### config.mk
export PLATFORM = sky130hd
export DESIGN_NAME = instruction_fetch_unit
export DESIGN_NICKNAME = d
export VERILOG_FILES = /design/src/rtl/instruction_fetch_unit_pkg.sv /design/src/rtl/instruction_fetch_unit_pc_select.sv /design/src/rtl/instruction_fetch_unit.sv
export SDC_FILE = /design/constraint.sdc
export NUM_CORES = 1
export LEC_CHECK = 0
export BUFFER_PORTS_ARGS = -buffer_cell sky130_fd_sc_hd__buf_2
export CAP_MARGIN = 20
export CORE_MARGIN = 5
export CORE_UTILIZATION = 40
export CTS_CLUSTER_SIZE = 12
export DETAILED_ROUTE_END_ITERATION = 10
export GPL_TIMING_DRIVEN = 0
export PLACE_DENSITY_LB_ADDON = 0.08
export SLEW_MARGIN = 30
export SYNTH_ARGS = -nofsm -noshare
export SYNTH_HDL_FRONTEND = slang
export SYNTH_SLANG_ARGS = --single-unit
### constraint.sdc
create_clock -name Clk -period 2.5 [get_ports Clk]
set_input_delay 0.125 -clock Clk [delete_from_list [all_inputs] [get_ports Clk]]
set_output_delay 0.125 -clock Clk [all_outputs]
set_load 0.03 [all_outputs]
### src/rtl/instruction_fetch_unit_pkg.sv
// ---------------------------------------------------------------------------
// fetch_pkg
//   Shared types and constants for the instruction fetch unit.
//   - fetch_state_e : fetch sequencing states
//       FETCH : a request is outstanding at the current PC
//       HOLD  : an instruction has been captured while IF/ID is stalled
//       DRAIN : a wrong-path request is still outstanding after a redirect
//   - NOP_INSTR        : bubble value driven when no instruction is delivered
//   - DEFAULT_PC_INCR  : byte step between sequential fetches
//   - DEFAULT_RESET_PC : PC value loaded on reset
// ---------------------------------------------------------------------------
package fetch_pkg;

  typedef enum logic [1:0] {
    FETCH = 2'd0,
    HOLD  = 2'd1,
    DRAIN = 2'd2
  } fetch_state_e;

  localparam logic [31:0] NOP_INSTR        = 32'h0000_0000;
  localparam logic [31:0] DEFAULT_PC_INCR  = 32'd4;
  localparam logic [31:0] DEFAULT_RESET_PC = 32'h0000_0000;

endpackage

### src/rtl/instruction_fetch_unit_pc_select.sv
// ---------------------------------------------------------------------------
// fetch_pc_select
//   Combinational redirect priority and next-PC mux.
//   Priority: branch > jump > fallback (sequential or held PC+4, chosen by
//   the caller).
// Ports:
//   branch_taken_i / branch_target_i : resolved taken branch and destination
//   jump_taken_i   / jump_target_i   : decoded jump and destination
//   fallback_pc_i                    : PC to use when nothing redirects
//   redirect_o                       : branch or jump present this cycle
//   next_pc_o                        : selected next PC
// ---------------------------------------------------------------------------
module fetch_pc_select (
  input  logic        branch_taken_i,
  input  logic [31:0] branch_target_i,
  input  logic        jump_taken_i,
  input  logic [31:0] jump_target_i,
  input  logic [31:0] fallback_pc_i,
  output logic        redirect_o,
  output logic [31:0] next_pc_o
);

  always_comb begin
    redirect_o = branch_taken_i | jump_taken_i;
    if (branch_taken_i) begin
      next_pc_o = branch_target_i;
    end else if (jump_taken_i) begin
      next_pc_o = jump_target_i;
    end else begin
      next_pc_o = fallback_pc_i;
    end
  end

endmodule

### src/rtl/instruction_fetch_unit.sv
// ---------------------------------------------------------------------------
// instruction_fetch_unit
//   IF stage feeding the IF/ID register. Owns the PC, runs a req/ready
//   handshake to instruction memory, applies branch/jump redirects and
//   hazard stalls, and presents PC+4, the instruction (or a NOP bubble) and
//   the flush strobe to IF/ID.
//
// Handshake: a fetch transfers on a cycle where ImemReq=1 and ImemReady=1.
//   While ImemReq=1 and ImemReady=0, ImemAddr is held stable. ImemReq is
//   never withdrawn mid-transaction except by Rst; a redirect while the
//   request is pending keeps the stale request alive (DRAIN) until it
//   completes, and its data is discarded.
//
// Parameters: RESET_PC (PC after reset), PC_INCR (sequential byte step).
// Ports:
//   Clk, Rst                 : clock, synchronous active-high reset
//   Stall                    : 1 = hold IF (hazard unit)
//   BranchTaken/BranchTarget : taken branch redirect (highest priority)
//   JumpTaken/JumpTarget     : jump redirect
//   ImemReq/ImemAddr         : fetch request to instruction memory
//   ImemReady/ImemData       : memory response
//   outputPCValue            : PC+PC_INCR of delivered instruction, else 0
//   outputInstructionMem     : delivered instruction, else NOP
//   FetchValid               : real instruction delivered this cycle
//   FlushSignal              : IF/ID flush, asserted in redirect cycles
//   dbg_state_o              : current fetch state (fetch_state_e encoding)
// Optional (macro FETCH_PERF_COUNT_EN):
//   FetchCount               : consumed deliveries, wraps mod 2^32
//   FlushCount               : flush cycles, wraps mod 2^32
// ---------------------------------------------------------------------------
module instruction_fetch_unit
  import fetch_pkg::*;
#(
  parameter logic [31:0] RESET_PC = DEFAULT_RESET_PC,
  parameter logic [31:0] PC_INCR  = DEFAULT_PC_INCR
) (
  input  logic        Clk,
  input  logic        Rst,
  input  logic        Stall,
  input  logic        BranchTaken,
  input  logic [31:0] BranchTarget,
  input  logic        JumpTaken,
  input  logic [31:0] JumpTarget,
  output logic        ImemReq,
  output logic [31:0] ImemAddr,
  input  logic        ImemReady,
  input  logic [31:0] ImemData,
  output logic [31:0] outputPCValue,
  output logic [31:0] outputInstructionMem,
  output logic        FetchValid,
  output logic        FlushSignal,
`ifdef FETCH_PERF_COUNT_EN
  output logic [31:0] FetchCount,
  output logic [31:0] FlushCount,
`endif
  output logic [1:0]  dbg_state_o
);

  fetch_state_e state_q, state_d;
  logic [31:0]  pc_q, pc_d;
  logic [31:0]  req_addr_q, req_addr_d;
  logic [31:0]  hold_instr_q, hold_instr_d;
  logic [31:0]  hold_pc4_q, hold_pc4_d;

  logic [31:0]  pc_plus;
  logic [31:0]  fallback_pc;
  logic [31:0]  sel_pc;
  logic         redirect;

  assign pc_plus = pc_q + PC_INCR;  // modulo 2^32, wraps silently

  // Where the PC goes when nothing redirects.
  always_comb begin
    fallback_pc = pc_q;
    case (state_q)
      FETCH:   if (ImemReady && !Stall) fallback_pc = pc_plus;
      HOLD:    if (!Stall) fallback_pc = hold_pc4_q;
      default: fallback_pc = pc_q;
    endcase
  end

  fetch_pc_select u_pc_select (
    .branch_taken_i  (BranchTaken),
    .branch_target_i (BranchTarget),
    .jump_taken_i    (JumpTaken),
    .jump_target_i   (JumpTarget),
    .fallback_pc_i   (fallback_pc),
    .redirect_o      (redirect),
    .next_pc_o       (sel_pc)
  );

  // Next-state and output logic.
  always_comb begin
    state_d              = state_q;
    pc_d                 = sel_pc;
    req_addr_d           = req_addr_q;
    hold_instr_d         = hold_instr_q;
    hold_pc4_d           = hold_pc4_q;
    ImemReq              = 1'b0;
    ImemAddr             = req_addr_q;
    outputPCValue        = 32'h0;
    outputInstructionMem = NOP_INSTR;
    FetchValid           = 1'b0;
    FlushSignal          = 1'b0;

    case (state_q)
      FETCH: begin
        ImemReq = 1'b1;
        if (redirect) begin
          FlushSignal = 1'b1;
          // A completing handshake lets us retarget at once; otherwise the
          // stale request must finish first.
          if (ImemReady) req_addr_d = sel_pc;
          else           state_d    = DRAIN;
        end else if (ImemReady && !Stall) begin
          outputInstructionMem = ImemData;
          outputPCValue        = pc_plus;
          FetchValid           = 1'b1;
          req_addr_d           = sel_pc;
        end else if (ImemReady) begin
          hold_instr_d = ImemData;
          hold_pc4_d   = pc_plus;
          state_d      = HOLD;
        end
      end

      HOLD: begin
        if (redirect) begin
          FlushSignal = 1'b1;
          req_addr_d  = sel_pc;
          state_d     = FETCH;
        end else begin
          outputInstructionMem = hold_instr_q;
          outputPCValue        = hold_pc4_q;
          FetchValid           = 1'b1;
          if (!Stall) begin
            req_addr_d = sel_pc;
            state_d    = FETCH;
          end
        end
      end

      DRAIN: begin
        ImemReq     = 1'b1;
        FlushSignal = redirect;
        if (ImemReady) begin
          req_addr_d = sel_pc;
          state_d    = FETCH;
        end
      end

      default: state_d = FETCH;
    endcase

    // Reset overrides everything visible, including an in-flight ready.
    if (Rst) begin
      ImemReq              = 1'b0;
      ImemAddr             = 32'h0;
      outputPCValue        = 32'h0;
      outputInstructionMem = NOP_INSTR;
      FetchValid           = 1'b0;
      FlushSignal          = 1'b0;
    end
  end

  always_ff @(posedge Clk) begin
    if (Rst) begin
      state_q      <= FETCH;
      pc_q         <= RESET_PC;
      req_addr_q   <= RESET_PC;
      hold_instr_q <= 32'h0;
      hold_pc4_q   <= 32'h0;
    end else begin
      state_q      <= state_d;
      pc_q         <= pc_d;
      req_addr_q   <= req_addr_d;
      hold_instr_q <= hold_instr_d;
      hold_pc4_q   <= hold_pc4_d;
    end
  end

  assign dbg_state_o = state_q;

`ifdef FETCH_PERF_COUNT_EN
  logic [31:0] fetch_cnt_q;
  logic [31:0] flush_cnt_q;
  logic        consumed;

  // Deliveries only leave IF when Stall is low: FETCH delivers only then,
  // and HOLD delivers every cycle but is consumed on its exit cycle.
  assign consumed = FetchValid & ~Stall;

  always_ff @(posedge Clk) begin
    if (Rst) begin
      fetch_cnt_q <= 32'h0;
      flush_cnt_q <= 32'h0;
    end else begin
      if (consumed)    fetch_cnt_q <= fetch_cnt_q + 32'd1;
      if (FlushSignal) flush_cnt_q <= flush_cnt_q + 32'd1;
    end
  end

  assign FetchCount = fetch_cnt_q;
  assign FlushCount = flush_cnt_q;
`endif

endmodule

* Word-level counts from Yosys, hierarchy flattened *
Cells that the tools add are included.

word-level totals
  output and inout bits = 101
  bits in registers = 130
  logic and storage cells = 66

operators by class
  bitwise operators = 3
  multiplexer cells = 40
  add/sub/neg operators = 1
  reductions and logical operators = 9
  equality and inequality tests = 8

operators by type and width
  cell                                                 count
  2-to-1 mux 32 bit                                    18
  one-hot mux 32 bit (2 select lines)                  3
  one-hot mux 32 bit (3 select lines)                  1
  adder 32 x 3 -> 32 bit, second input constant        1
  != test 3 bit, second input constant                 5
  2-to-1 mux 2 bit                                     7
  2-to-1 mux 1 bit                                     8
  one-hot mux 2 bit (3 select lines)                   1
  AND reduction 5 bit                                  1
  one-hot mux 1 bit (2 select lines)                   2
  AND reduction 4 bit                                  1
  OR reduction 2 bit                                   2
  AND reduction 3 bit                                  1
  nonzero test 3 bit                                   1
  equality test 2 x 1 -> 1 bit, second input constant  1
  equality test 2 bit, second input constant           1
  zero test 2 bit                                      1
  != test 2 bit, second input constant                 1
  NOT 1 bit                                            2
  logical AND 1 bit                                    1
  zero test 1 bit                                      1
  OR 1 bit                                             1

* Longest topological paths before layout *
  word-level depth = 9
  mapped depth = 11
  mapped depth without buffers = 9

* Cells and area by module *
From an unflattened synthesis, not the netlist that was laid out.

second synthesis, totals
  cells, all modules = 1169
  area, all modules = 8832.2 um2

modules (own cells, without submodules)
  module                  instances  cells an instance  area each (um2)
  instruction_fetch_unit  1          1061               8120.3
  fetch_pc_select         1          108                711.9

* Worst setup path before layout *
OpenSTA, ideal clock, no wires.

  path kind = reg2out
  start = register pc_q[9]
  end = output outputPCValue[26]
  cell stages (with the launch flop) = 9
  path buffers = 2
  path slack = -0.147 ns
  data arrival time = 2.522 ns
  cells stage by stage = dfxtp_1 -> buf_2 -> nand3_1 -> or4_1 -> buf_2 -> or3_1 -> nor2_1 -> xnor2_1 -> o21ai_0

between the ends
  longest elaborated chain between the ends = 5

RTL lines
  item                                 RTL line                       RTL
  start, declared                      instruction_fetch_unit.sv:60   logic [31:0] pc_q, pc_d;
  start signal, assigned               instruction_fetch_unit.sv:175  pc_q <= pc_d;
  adder 32 x 3 -> 32 bit               instruction_fetch_unit.sv:70   assign pc_plus = pc_q + PC_INCR;
  2-to-1 mux 32 bit                    instruction_fetch_unit.sv:115  end else if (ImemReady && !Stall) begin
  2-to-1 mux 32 bit                    instruction_fetch_unit.sv:109  if (redirect) begin
  one-hot mux 32 bit (2 select lines)  instruction_fetch_unit.sv:106  case (state_q)
  2-to-1 mux 32 bit                    instruction_fetch_unit.sv:156  if (Rst) begin
  end, declared                        instruction_fetch_unit.sv:48   output logic [31:0] outputPCValue,

No other way between the ends.

* Final worst setup path *
  start = register pc_q[18]
  end = output outputPCValue[26]

Same word-level chain as after synthesis.

==> flow_metrics.tcl <==
set metrics [dict create \
    synth_edf_count 0 \
    place_ws_ps -852 \
    yosysUniqueCellTypes 74 \
    grt_pass1_vias 10500 \
    drive_gt1_frac 0.357 \
    wl_per_cell_um 23.8 \
    dr.pass1.iters 9 \
    hp-class "in -> reg" \
    crit_slowest_cell "or4_4" \
    status "finished with violations" \
    synth_top_cell_by_area "dfxtp_1" \
    period_minus_slack_ps 2740 \
    area_growth_pct 43.5 \
    final_util 0.578 \
    p_sw_frac 0.414 \
    drc_errors 0 \
    relSlewSlack 0.316 \
    combPwrFrac 0.409 \
    synth_top_area_share 0.288 \
    power_frac_seq 0.292 \
    multi_input_area_mm2 0.00668 \
    synthArstFlopShare 0 \
    cp_max_fo 3 \
    crit_arrival_ps 2620 \
    rsz0062_at_grt "yes" \
    drtIter0Drc 1403 \
    synthMuxAreaShare 0.0438 \
    cts_buffers 17 \
    portBuffers 199 \
    initial_core_util 0.403 \
    n_antenna_cell 0 \
    path_clk_slew_ps 70 \
    startpoint "pc_q[18]" \
    ant_nets 0 \
    grt-ovfl-total 0 \
    worst_slack_ps -241 \
    synth.avg_cell_area_um2 7.25 \
    maxCapViolCount 0 \
    grt_first_pass_wirelength_um 64300 \
    die_x_um 160 \
    hold_slack_ps 29.0 \
    endpoint_kind "output pin" \
    cpPeakStageDelay_ps 590 \
    r2r-start "dbg_state_o[1]" \
    yosysSeqAreaShare 0.288 \
    dpl_cell_area_mm2 0.0105 \
    p_switching_mw 3.73 \
    crit_chain "nand4_1 -> or4_4 -> or3_4 -> nor2_4 -> xnor2_2 -> o21ai_1 -> buf_4" \
    nets 1645 \
    post_synth_instance_area_mm2 0.00904 \
    period_share 1.10 \
    min-delay-start "JumpTarget[20]" \
    clock_path_buffers 2 \
    final-max-slew-violation-count 0 \
    gp_congestion 0.977 \
    power.density_mw_per_mm2 694 \
    finalPower_mw 9.00 \
    synth_warnings 0 \
    violations "setup timing" \
    vias 11400 \
    fin_worst_skew_ps 12.5 \
    synth_seq_cells 130 \
    required_ps 2380 \
    grt_max_degree 17 \
    crit_type "reg -> out" \
    viasPerCell 6.19 \
    synthesis.nets 1354 \
    synth_simple_gate_area_frac 0.247 \
    synthCells 1246 \
    setup_tns_ps -1790 \
    regArea_mm2 0.00265 \
    synthFlopType "dfxtp_1" \
    synth_compound_area_frac 0.309 \
    final_cell_area_mm2 0.0130 \
    rows 55 \
    peakVddDrop_uv 495 \
    leakagePower_nw 5.10 \
    setup_viol 14 \
    layoutNonFillerInstCount 1835 \
    core_mm2 0.0224 \
    cts_tree "done" \
    start_kind "flip-flop" \
    htreeDepth 4 \
    fill_cells 2112 \
    synth_top_family_by_area "compound AO/OA/AOI/OAI gates" \
    clkLatencyLatePin_ps 440 \
    finalWirelength_um 43800 \
    dieHeight_um 160 \
    tightest_slew_ps 1030 \
    cts-root-buf "clkbuf_16" \
    cts.sinks 130 \
    synth_fa_ha_area_frac 0.00831 \
    synth_area_leaders "dfxtp_1 (29%), nand2_1 (7.3%), a21oi_1 (6.5%), nor2_1 (5.7%), a22oi_1 (4.2%)" \
    synth_xor_area_frac 0.0407 \
    die-area_mm2 0.0257 \
    hpwlAfterDp_um 31000 \
    clkPwrFrac 0.299 \
    num_io_pins 203 \
    hold_violations 0 \
    intPower_mw 5.28 \
    track_usage 0.321 \
    grt_antenna_before_repair 0 \
    fmax_mhz 365 \
    dpl.cell_count 1730 \
]
[cells by family after synthesis]
| family | count (synthesis) |
|---|---|
| and+or+nand+nor | 478 |
| xor gates and xnor gates | 42 |
| AOI/OAI and AO/OA | 410 |
| muxes | 36 |
| adders and majority gates | 6 |
| buffers and inverters | 144 |
| DFF | 130 |
[per-layer routing]
metal / routed length, um / global-route usage
met4: 1720 / 0.131
met1: 18400 / 0.443
met3: 4910 / 0.0860
met5: 0 / 0
met2: 18700 / 0.475
[area by class of cell]
class,count,area share
Multi-Input combinational cell,972,0.515
Sequential cell,130,0.204
Timing Repair Buffer,288,0.146
Buffer,112,0.0553
Clock buffer,19,0.0334
Tap cell,285,0.0275
Clock inverter,13,0.0135
Inverter,16,0.00550
[flip-flops by register name, indices dropped and copies added (netlist names)]
name	cells
pc_q	32
hold_instr_q	32
dbg_state_o	2
hold_pc4_q	32
req_addr_q	32
[worst paths after layout]
path | end | slack [ps] | cells past startpoint
max reg2reg | pc_q[16] | -140 | 8
min | pc_q[20] | 30 | 3
min reg2reg | hold_instr_q[3] | 450 | 2
max | outputPCValue[26] | -240 | 7
[synthesized netlist by cell type, types with 4 or more instances]
library cell,n
o21a_1,9
nor3_1,36
a22oi_1,51
nand3b_1,4
clkbuf_1,102
buf_4,4
and3_1,7
a32o_1,5
nand2_1,175
a211oi_1,29
buf_1,12
inv_1,15
dfxtp_1,130
nor2b_1,37
nor4_1,12
o31ai_1,5
buf_2,9
o211ai_1,11
mux2_2,28
ha_1,6
a2bb2oi_1,4
a221oi_1,24
a221o_1,22
mux2i_1,8
xor2_1,14
and2_1,7
o22ai_1,34
a21oi_1,118
or3_1,7
o21ai_0,47
nand3_1,18
nand2b_1,6
a21o_1,8
nor2_1,138
nand4_1,10
nor3b_1,5
xnor2_1,28
[critical path, delay by kind of cell, from the launching register on]
kind | cells | cell delay (ps)
xor gates and xnor gates | 1 | 100
and+or+nand+nor | 4 | 1370
AOI/OAI and AO/OA | 1 | 160
DFF | 1 | 380
buffers and inverters | 1 | 180
[timing repair]
action | 4_1_cts | 5_1_grt
endpoints found under the setup margin | 189 | 136
gates cloned | 0 | 0
hold endpoints to repair | 33 | 0
hold buffers | 34 | 0
buffers inserted | 19 | 36
pin swaps | 22 | 46
gates resized for setup | 234 | 106
[power groups by stage]
stage | registers [mW] | logic, mW | clock network [mW]
after floorplan | 2.54 | 2.07 | 0
after global placement | 2.62 | 3.09 | 0
after detailed placement | 2.62 | 3.09 | 0
after CTS | 2.61 | 3.39 | 2.68
after global routing | 2.66 | 3.86 | 2.78
final | 2.63 | 3.68 | 2.69
[placed cells by master, fill, tap and decap left out, types with 26 or more instances in the layout]
master,instances
nand2_1,172
mux2_2,28
buf_4,64
clkbuf_1,50
o22ai_1,34
nor2b_1,37
nor2_1,87
a22oi_1,44
a21oi_1,106
buf_2,186
a211oi_1,29
nor3_1,26
dfxtp_1,108
o21ai_0,31
dlygate4sd3_1,34
nor2_2,44
No activity file was read; power rests on OpenSTA's default activity.
